File: src/rtl/alu_issue_ctrl_pkg.sv
// rtl/alu_issue_ctrl_pkg.sv - shared types and constants for the ALU issue sequencer
package alu_issue_ctrl_pkg;

  typedef enum logic [1:0] {
    IDLE  = 2'd0,
    FETCH = 2'd1,
    EXEC  = 2'd2,
    WB    = 2'd3
  } state_t;

  // Instruction field positions
  localparam int RX_HI      = 15;
  localparam int RX_LO      = 13;
  localparam int RY_HI      = 12;
  localparam int RY_LO      = 10;
  localparam int SEL_HI     = 9;
  localparam int SEL_LO     = 6;
  localparam int CIN_EN_BIT = 5;

  // ALU select encodings understood by the downstream ALU
  localparam logic [3:0] SEL_ONE = 4'd0;
  localparam logic [3:0] SEL_ADD = 4'd2;
  localparam logic [3:0] SEL_SUB = 4'd3;
  localparam logic [3:0] SEL_DBL = 4'd6;
  localparam logic [3:0] SEL_INC = 4'd7;

  // Any select with this bit set is outside the ALU's opcode space
  localparam int SEL_ILLEGAL_BIT = 3;

  function automatic logic sel_is_illegal(input logic [3:0] sel);
    return sel[SEL_ILLEGAL_BIT];
  endfunction

endpackage

File: src/rtl/alu_regfile.sv
// rtl/alu_regfile.sv - register file with one write port and two combinational read ports
module alu_regfile #(
  parameter int DATA_W   = 16,
  parameter int NUM_REGS = 8,
  parameter int ADDR_W   = $clog2(NUM_REGS)
) (
  input  logic              clk,
  input  logic              rst_n,
  input  logic              we,
  input  logic [ADDR_W-1:0] waddr,
  input  logic [DATA_W-1:0] wdata,
  input  logic [ADDR_W-1:0] raddr_a,
  output logic [DATA_W-1:0] rdata_a,
  input  logic [ADDR_W-1:0] raddr_b,
  output logic [DATA_W-1:0] rdata_b
);

  logic [DATA_W-1:0] regs [NUM_REGS];

  // Single write port; whole array clears on reset
  always_ff @(posedge clk or negedge rst_n) begin
    if (!rst_n) begin
      for (int i = 0; i < NUM_REGS; i++) begin
        regs[i] <= '0;
      end
    end else if (we) begin
      regs[waddr] <= wdata;
    end
  end

  assign rdata_a = regs[raddr_a];
  assign rdata_b = regs[raddr_b];

endmodule

File: src/rtl/alu_issue_ctrl.sv
// rtl/alu_issue_ctrl.sv - execute-stage sequencer feeding a combinational ALU
module alu_issue_ctrl
  import alu_issue_ctrl_pkg::*;
#(
  parameter int DATA_W   = 16,
  parameter int NUM_REGS = 8
) (
  input  logic              clk,
  input  logic              rst_n,
  input  logic              instr_valid,
  output logic              instr_ready,
  input  logic [15:0]       instr,
  input  logic              ld_en,
  input  logic [2:0]        ld_addr,
  input  logic [DATA_W-1:0] ld_data,
  output logic [DATA_W-1:0] alu_a,
  output logic [DATA_W-1:0] alu_b,
  output logic [3:0]        alu_sel,
  output logic              alu_cin,
  input  logic [DATA_W-1:0] alu_res,
  input  logic              alu_cout,
  input  logic              alu_cmp,
  output logic              done,
  output logic              err,
  output logic [DATA_W-1:0] result,
  output logic              carry_flag,
  output logic              cmp_flag,
  output logic              busy
);

  state_t            state;
  logic [2:0]        rx_q;
  logic [2:0]        ry_q;
  logic [3:0]        sel_q;
  logic              cin_en_q;
  logic [DATA_W-1:0] res_q;
  logic              cout_q;
  logic              cmp_q;

  logic              accept;
  logic              rf_we;
  logic [2:0]        rf_waddr;
  logic [DATA_W-1:0] rf_wdata;
  logic [DATA_W-1:0] rd_a;
  logic [DATA_W-1:0] rd_b;
  logic              unused_instr_bits;

  assign unused_instr_bits = ^instr[4:0];

  // A coincident load takes the IDLE cycle, so the instruction waits
  assign instr_ready = (state == IDLE) && !ld_en;
  assign accept      = instr_valid && instr_ready;
  assign busy        = (state != IDLE);

  // Loads only land in IDLE; write-back only in WB, so the two never collide
  assign rf_we    = ((state == IDLE) && ld_en) ||
                    ((state == WB) && !sel_is_illegal(sel_q));
  assign rf_waddr = (state == IDLE) ? ld_addr : rx_q;
  assign rf_wdata = (state == IDLE) ? ld_data : res_q;

  alu_regfile #(
    .DATA_W  (DATA_W),
    .NUM_REGS(NUM_REGS),
    .ADDR_W  (3)
  ) u_rf (
    .clk    (clk),
    .rst_n  (rst_n),
    .we     (rf_we),
    .waddr  (rf_waddr),
    .wdata  (rf_wdata),
    .raddr_a(rx_q),
    .rdata_a(rd_a),
    .raddr_b(ry_q),
    .rdata_b(rd_b)
  );

  // Issue sequencer: latch, drive ALU, capture, write back
  always_ff @(posedge clk or negedge rst_n) begin
    if (!rst_n) begin
      state      <= IDLE;
      rx_q       <= '0;
      ry_q       <= '0;
      sel_q      <= '0;
      cin_en_q   <= 1'b0;
      alu_a      <= '0;
      alu_b      <= '0;
      alu_sel    <= '0;
      alu_cin    <= 1'b0;
      res_q      <= '0;
      cout_q     <= 1'b0;
      cmp_q      <= 1'b0;
      result     <= '0;
      carry_flag <= 1'b0;
      cmp_flag   <= 1'b0;
      done       <= 1'b0;
      err        <= 1'b0;
    end else begin
      done <= 1'b0;
      err  <= 1'b0;
      case (state)
        IDLE: begin
          if (accept) begin
            rx_q     <= instr[RX_HI:RX_LO];
            ry_q     <= instr[RY_HI:RY_LO];
            sel_q    <= instr[SEL_HI:SEL_LO];
            cin_en_q <= instr[CIN_EN_BIT];
            state    <= FETCH;
          end
        end
        FETCH: begin
          alu_a   <= rd_a;
          alu_b   <= rd_b;
          alu_sel <= sel_q;
          alu_cin <= cin_en_q & carry_flag;
          state   <= EXEC;
        end
        EXEC: begin
          res_q  <= alu_res;
          cout_q <= alu_cout;
          cmp_q  <= alu_cmp;
          done   <= 1'b1;
          err    <= sel_is_illegal(sel_q);
          state  <= WB;
        end
        WB: begin
          if (!sel_is_illegal(sel_q)) begin
            result     <= res_q;
            carry_flag <= cout_q;
            cmp_flag   <= cmp_q;
          end
          state <= IDLE;
        end
        default: state <= IDLE;
      endcase
    end
  end

endmodule

File: config.mk
export PLATFORM = sky130hd
export DESIGN_NAME = alu_issue_ctrl
export DESIGN_NICKNAME = d
export VERILOG_FILES = /design/src/rtl/alu_issue_ctrl_pkg.sv /design/src/rtl/alu_regfile.sv /design/src/rtl/alu_issue_ctrl.sv
export SDC_FILE = /design/constraint.sdc
export NUM_CORES = 1
export LEC_CHECK = 0
export ABC_CLOCK_PERIOD_IN_PS = 2150
export BUFFER_PORTS_ARGS = -buffer_cell sky130_fd_sc_hd__buf_4
export CORE_MARGIN = 8
export CORE_UTILIZATION = 48
export DETAILED_ROUTE_END_ITERATION = 7
export PLACE_DENSITY = 0.68
export SYNTH_ARGS = -nofsm -noshare
export SYNTH_HDL_FRONTEND = slang
export SYNTH_SLANG_ARGS = --single-unit
File: constraint.sdc
create_clock -name clk -period 2.15 [get_ports clk]
set_input_delay 0.1075 -clock clk [delete_from_list [all_inputs] [get_ports clk]]
set_output_delay 0.1075 -clock clk [all_outputs]
set_load 0.05 [all_outputs]
==> results.cfg, run 1 <==
[global_route]
grt_use_total_pct = 19.99
grt_pass1_vias = 7756
antenna_found_initial = 0
grt_max_degree = 60
grt_pass1_wl_mm = 42.61
grt_overflow_total = 0

[cts]
cts.clk_slew.worst_paths_ns = 0.06
cts_tree = yes
cts_sinks = 216
clock_latency_ns = 0.51
clk_path_buf_depth = 3
cts_inserted_buffers = 24
post_cts_buffers = 0
ctsHtreeMaxLevel = 1
cts_root_buf = clkbuf_16

[logic_synthesis]
synth_area_per_cell_sq_um = 12.70
synthDistinctLibCells = 33
ys_warn_count = 0
synthTopCellsByArea = dfrtp_1 51%, mux2_2 15%, mux2i_1 12%
synth_cells = 839
syn-cell-area_sq_um = 10660
synthesis.nets = 901
synth_seq_area_share_pct = 50.73
ys_ff_latch = 216
synth.largest_area_cell = dfrtp_1
synth_top_area_share_pct = 50.73

[detailed_routing]
wl_per_cell_microns = 20.75
drt-met1-wl_mm = 11.88
firstDrtPassIters = 5
drt_iter0_drc = 435
vias = 7217
drt-vias-per-instance = 5.595
totalWireLength_mm = 26.77
route.detailed.drc = 0
drtAntennaViolNets = 0
route.met2.wl_mm = 12.95
wl_met3_mm = 1.349
top_layer_used = met4

[timing]
hold_viol = 0
slew_headroom_pct = 55.13
min_period_over_period_pct = 95.46
rsz0062_at_grt = yes
setup-violations-final = 0
slew_viol_final = 0
worstMarginPinSlew_ns = 0.6731
fin_worst_skew_ns = 0.01315
finalCriticalPeriod_ns = 2.052
fmax_ghz = 0.4872
holdWs_ns = 0.1159

[critical_path]
crit_chain = inv_1 > ha_1 > buf_4 > nor2b_1 > o21ai_2 > a21oi_4 > buf_12 > mux2_2
cp_top_family = buffers and inverters
crit_type = reg -> reg
critical_path_buf_inv_count = 3
cp_data_required_time_ns = 2.53
crit_fanout = 16
slowest_stage = dfrtp_1
cpPeakStageDelay_ns = 0.41
start_kind = register
cp.arrival_ns = 2.44
cp-end-kind = register

[pwr]
clockPowerShare_pct = 17.2
power_frac_comb_pct = 50.3
power_density_nw_per_um2 = 1780
p_switching_w = 0.009657
p_int_w = 0.01377
seqPwrFrac_pct = 32.5
p_leak_nw = 6.066
vdd_drop_max_uv = 935.8
p_sw_share_pct = 41.23

[run]
max-cap-violations = 0

[layout]
fin_nets = 1056
drive_gt1_share_pct = 38.42
final_cells = 1290
fin_area_sq_um = 13160
area_delta_synth_final_pct = 23.54
diodes = 0

[placed_design]
dp_cells = 1218
dp_hpwl_mm = 17.00
place_area_sq_um = 12060
io_buffer_count = 110
gp_congestion = 0.7847

[floorplan]
die_area_sq_um = 27220
dieWidth_microns = 165.0
start_util_pct = 48.82
die_h_microns = 165.0
io-pin-count = 116
rows = 54
core_sq_um = 21820

[status]
outcome = finished clean

[hold_path]
min-delay-path-class = in -> reg
## placed cells by master (no fill, tap or decap), types with 2 or more instances in the layout
cell and n:
nor2b_1 5, mux2i_1 128, dfrtp_1 214, inv_1 35
a22oi_1 64, a21oi_4 4, ha_1 4, clkbuf_1 6
buf_4 137, clkbuf_8 7, a21oi_1 3, clkinvlp_4 2
o21ai_0 33, nand3_1 33, a21oi_2 4, mux2_2 138
buf_12 15, dfrtp_4 2, clkbuf_16 25, nor2_1 3
dlygate4sd3_1 30, nand2_1 57, mux2_4 40, and2_1 3
clkinv_2 3
## flip-flops by register name, indices dropped and copies added, names as in the netlist, 2 cells and up
register,cells
alu_a,16
alu_b,16
alu_sel,4
res_q,16
result,16
rx_q,3
ry_q,3
sel_q,4
state,2
u_rf.regs,128
## tightest hold or removal path: stages
cell and delay [ns]:
buf_4 0.11, nand2_1 0.05, buf_4 0.22, a31oi_1 0.11
## what timing repair did
action | CTS | global route
hold endpoints to repair | 82 | 0
endpoints found under the setup margin | 0 | 118
gates resized for setup | 0 | 4
hold buffers | 30 | 0
## metrics by stage
step / setup WS, ns / setup TNS, ns / power, W / utilization (%)
6_report: 0.09751 / 0 / 0.02343 / 60.32
5_1_grt: -0.01158 / -0.05448 / 0.02477 / 60.32
4_1_cts: 0.01622 / 0 / 0.02355 / 60.23
3_5_place_dp: 0.04094 / 0 / 0.01937 / 55.27
3_3_place_gp: 0.05688 / 0 / 0.01911 / 55.27
2_1_floorplan: -0.05880 / -2.632 / 0.01581 / -
## cell type report
class | instances | area (sq um)
Clock buffer | 37 | 730.7
Clock inverter | 5 | 52.55
Fill cell | 1772 | 8660
Inverter | 36 | 138.9
Multi-Input combinational cell | 532 | 4825
Sequential cell | 216 | 5413
Tap cell | 280 | 350.3
Timing Repair Buffer | 184 | 1654
## logic make-up (layout without fill, tap and decap cells)
| family | after synthesis | count (layout) | share of synthesized area, % |
|---|---|---|---|
| muxes | 306 | 306 | 32.25 |
| buffers and inverters | 91 | 262 | 4.239 |
| DFF | 216 | 216 | 50.73 |
| AOI/OAI and AO/OA | 112 | 112 | 7.433 |
| and+or+nand+nor | 109 | 109 | 4.768 |
| adders and majority gates | 5 | 5 | 0.5871 |
## routing by layer
metal | vias up | GRT usage [%]
met4 | 0 | 5.364
met3 | 39 | 4.063
li1 | 3322 | -
met5 | - | 0
met1 | 3697 | 25.95
met2 | 159 | 33.41
## path summary, 6_finish.rpt
check	start	endpoint	slack, ns	cells past startpoint
min in group asynchronous	rst_n	result[12]$_DFFE_PN0P_	0.15	2
min reg2reg	cout_q$_DFFE_PN0P_	carry_flag$_DFFE_PN0P_	0.47	2
max in group asynchronous	rst_n	u_rf.regs[77]$_DFFE_PN0P_	1.29	3
max reg2reg	state[1]$_DFFE_PN0P_	u_rf.regs[20]$_DFFE_PN0P_	0.1	8
max	state[1]$_DFFE_PN0P_	u_rf.regs[20]$_DFFE_PN0P_	0.1	8
min	instr_valid	state[0]$_DFFE_PN0P_	0.12	4
## power by group through the flow
stage	clock network [W]	logic (W)	registers, W
2_1_floorplan	0	0.00688	0.00893
3_3_place_gp	0	0.0116	0.00755
3_5_place_dp	0	0.0117	0.00762
4_1_cts	0.00412	0.0118	0.00760
5_1_grt	0.00428	0.0126	0.00791
6_report	0.00403	0.0118	0.00762
## cells in the mapped netlist
library cell / n
nand3_1: 33
dfrtp_1: 216
a21oi_4: 4
buf_1: 8
and2_1: 3
or3_1: 1
a21oi_2: 4
nor2b_1: 6
o21ai_0: 33
buf_4: 6
clkbuf_1: 24
ha_1: 5
mux2_4: 40
buf_12: 4
nand2b_4: 1
nor3b_1: 1
buf_6: 1
inv_1: 36
and3_1: 1
mux2_2: 138
mux2i_1: 128
buf_2: 12
and3b_1: 1
a31oi_1: 1
o211ai_1: 1
a2bb2oi_1: 1
nand2_1: 57
o21ai_2: 1
nor2_1: 3
a22oi_1: 64
a21oi_1: 3
nor2b_2: 1
nand3_2: 1
(Power assumes the default switching activity.)
==> inputs of run 2 (changes only) <==
- CTS_BUF_LIST: unset -> sky130_fd_sc_hd__clkbuf_4 sky130_fd_sc_hd__clkbuf_8
- SKIP_LAST_GASP: unset -> 1
==> run 2 against run 1 <==
  * Utilization shrank 0.13 points
  * Sequential share of layout area grew 0.086 points
  * Register-to-register slack is essentially flat
  * First-iteration DRC count grew 0.23%
  * Critical path depth is the same
  * Largest power group unchanged
==> results.cfg, run 2 (synthesis results as in run 1) <==
[status]
outcome = finished clean

[layout]
multi_input_area_sq_um = 4851
final_cells = 1310
largest-register = u_rf.regs
largest_reg_flops = 128
most-common-layout-cells = 214 x dfrtp_1, 138 x mux2_2, 138 x buf_4, 128 x mux2i_1, 64 x a22oi_1
postLayoutCoreUtil_pct = 60.19
fin_area_sq_um = 13140
area_delta_synth_final_pct = 23.29
mostFrequentLayoutCell = dfrtp_1
fin_nets = 1070
nFillCells = 1793
diodes = 0
drive_gt1_share_pct = 40.49
area.sequential_sq_um = 5413

[detailed_routing]
vias = 7262
totalWireLength_mm = 26.84
wl_per_cell_microns = 20.49
drt_iter0_drc = 436
drtAntennaViolNets = 0
firstDrtPassIters = 5
drt-vias-per-instance = 5.544
route.detailed.drc = 0

[global_route]
grt_pass1_wl_mm = 42.99
grt_pass1_vias = 7929
grt_overflow_total = 0
antenna_found_initial = 0
grt_max_degree = 60
grt_use_total_pct = 20.30

[timing]
rsz0062_at_grt = yes
fin_worst_skew_ns = 0.02112
slew_viol_final = 0
worstMarginPinSlew_ns = 0.6929
min_period_over_period_pct = 95.61
fmax_ghz = 0.4865
finalCriticalPeriod_ns = 2.056
setup_slack_ns = 0.09443
hold_viol = 0
slew_headroom_pct = 53.80
setup-violations-final = 0

[critical_path]
cp.arrival_ns = 2.44
crit_type = reg -> reg
crit_fanout = 6
start_kind = register
cp-end-kind = register
cp_data_required_time_ns = 2.54

[pwr]
p_int_w = 0.01342
p_switching_w = 0.009651
p_sw_share_pct = 41.83
p_leak_nw = 6.080
power_frac_comb_pct = 51.1
vdd_drop_max_uv = 994.8
power_density_nw_per_um2 = 1756
seqPwrFrac_pct = 33.0
clockPowerShare_pct = 15.9

[cts]
ctsHtreeMaxLevel = 2
cts_sinks = 216
clock_latency_ns = 0.52
clk_path_buf_depth = 3
cts_tree = yes
cts_root_buf = clkbuf_8
cts_inserted_buffers = 37
cts.clk_slew.worst_paths_ns = 0.06

[floorplan]
core_sq_um = 21820
start_util_pct = 48.82
die_h_microns = 165.0
die_area_sq_um = 27220
io-pin-count = 116
rows = 54
dieWidth_microns = 165.0

[run]
max-cap-violations = 0

[hold_path]
min-delay-path-class = in -> reg

[placed_design]
dp_cells = 1218
gp_congestion = 0.7847
place_area_sq_um = 12060
dp_hpwl_mm = 17.00
place_ws_ns = 0.04094
io_buffer_count = 110
==> run 2: cell types whose count changed in the layout (fill, tap and decap cells not counted), sizes merged <==
| cell | delta |
|---|---|
| clkbuf | +22 |
| buf | +1 |
| bufinv | -1 |
| clkinv | -1 |
| clkinvlp | -1 |
==> run 2: final cells by class <==
cell class | count | area share (%)
Sequential cell | 216 | 41.20
Multi-Input combinational cell | 532 | 36.93
Timing Repair Buffer | 185 | 12.65
Clock buffer | 59 | 5.420
Tap cell | 280 | 2.667
Inverter | 36 | 1.057
Clock inverter | 2 | 0.07620
==> run 2: worst paths after layout <==
path                                       from                    endpoint  slack, ns  cells past startpoint
min                                  ld_data[9]  u_rf.regs[121]$_DFFE_PN0P_       0.11                      3
min in group asynchronous                 rst_n  u_rf.regs[126]$_DFFE_PN0P_       0.14                      2
max reg2reg                state[1]$_DFFE_PN0P_   u_rf.regs[99]$_DFFE_PN0P_       0.09                      8
max                        state[1]$_DFFE_PN0P_   u_rf.regs[99]$_DFFE_PN0P_       0.09                      8
max in group asynchronous                 rst_n   u_rf.regs[30]$_DFFE_PN0P_       1.31                      3
min reg2reg                   cmp_q$_DFFE_PN0P_        cmp_flag$_DFFE_PN0P_       0.47                      2
==> run 2: layer usage <==
metal	GRT usage [%]	vias to the layer above	part of all wire, %
met4	6.511	0	2.1
met3	4.910	52	5.8
met1	25.92	3689	44
met2	33.38	170	48
met5	0	-	0
li1	-	3351	-
==> run 2: worst max-delay path, cell delays in order (launching register included) <==
cell and delay (ns):
dfrtp_1 0.39, inv_1 0.07, ha_1 0.21, buf_4 0.15, clkinvlp_4 0.17, nand3_4 0.15
a21oi_2 0.24, buf_4 0.21, mux2_2 0.34
==> run 2: repair_timing <==
action	CTS	global route
hold buffers	30	0
setup endpoints to repair	0	100
endpoints found under the hold margin	151	0
gates resized for setup	0	9
buffers inserted	0	1
==> run 2: power by group through the flow <==
stage          Combinational (W)  Sequential (W)  Clock, W
3_5_place_dp              0.0117         0.00762         0
2_1_floorplan            0.00688         0.00893         0
4_1_cts                   0.0118         0.00759   0.00377
5_1_grt                   0.0126         0.00791   0.00397
6_report                  0.0118         0.00762   0.00366
3_3_place_gp              0.0116         0.00755         0
==> run 2: through the flow <==
step | hold WS (ns) | total power, W | TNS (ns)
6_report | 0.1079 | 0.02307 | 0
5_1_grt | 0.09939 | 0.02448 | -0.007789
4_1_cts | 0.07893 | 0.02318 | 0
3_5_place_dp | 0.1296 | 0.01937 | 0
3_3_place_gp | 0.1283 | 0.01911 | 0
2_1_floorplan | -0.1881 | 0.01581 | -2.632
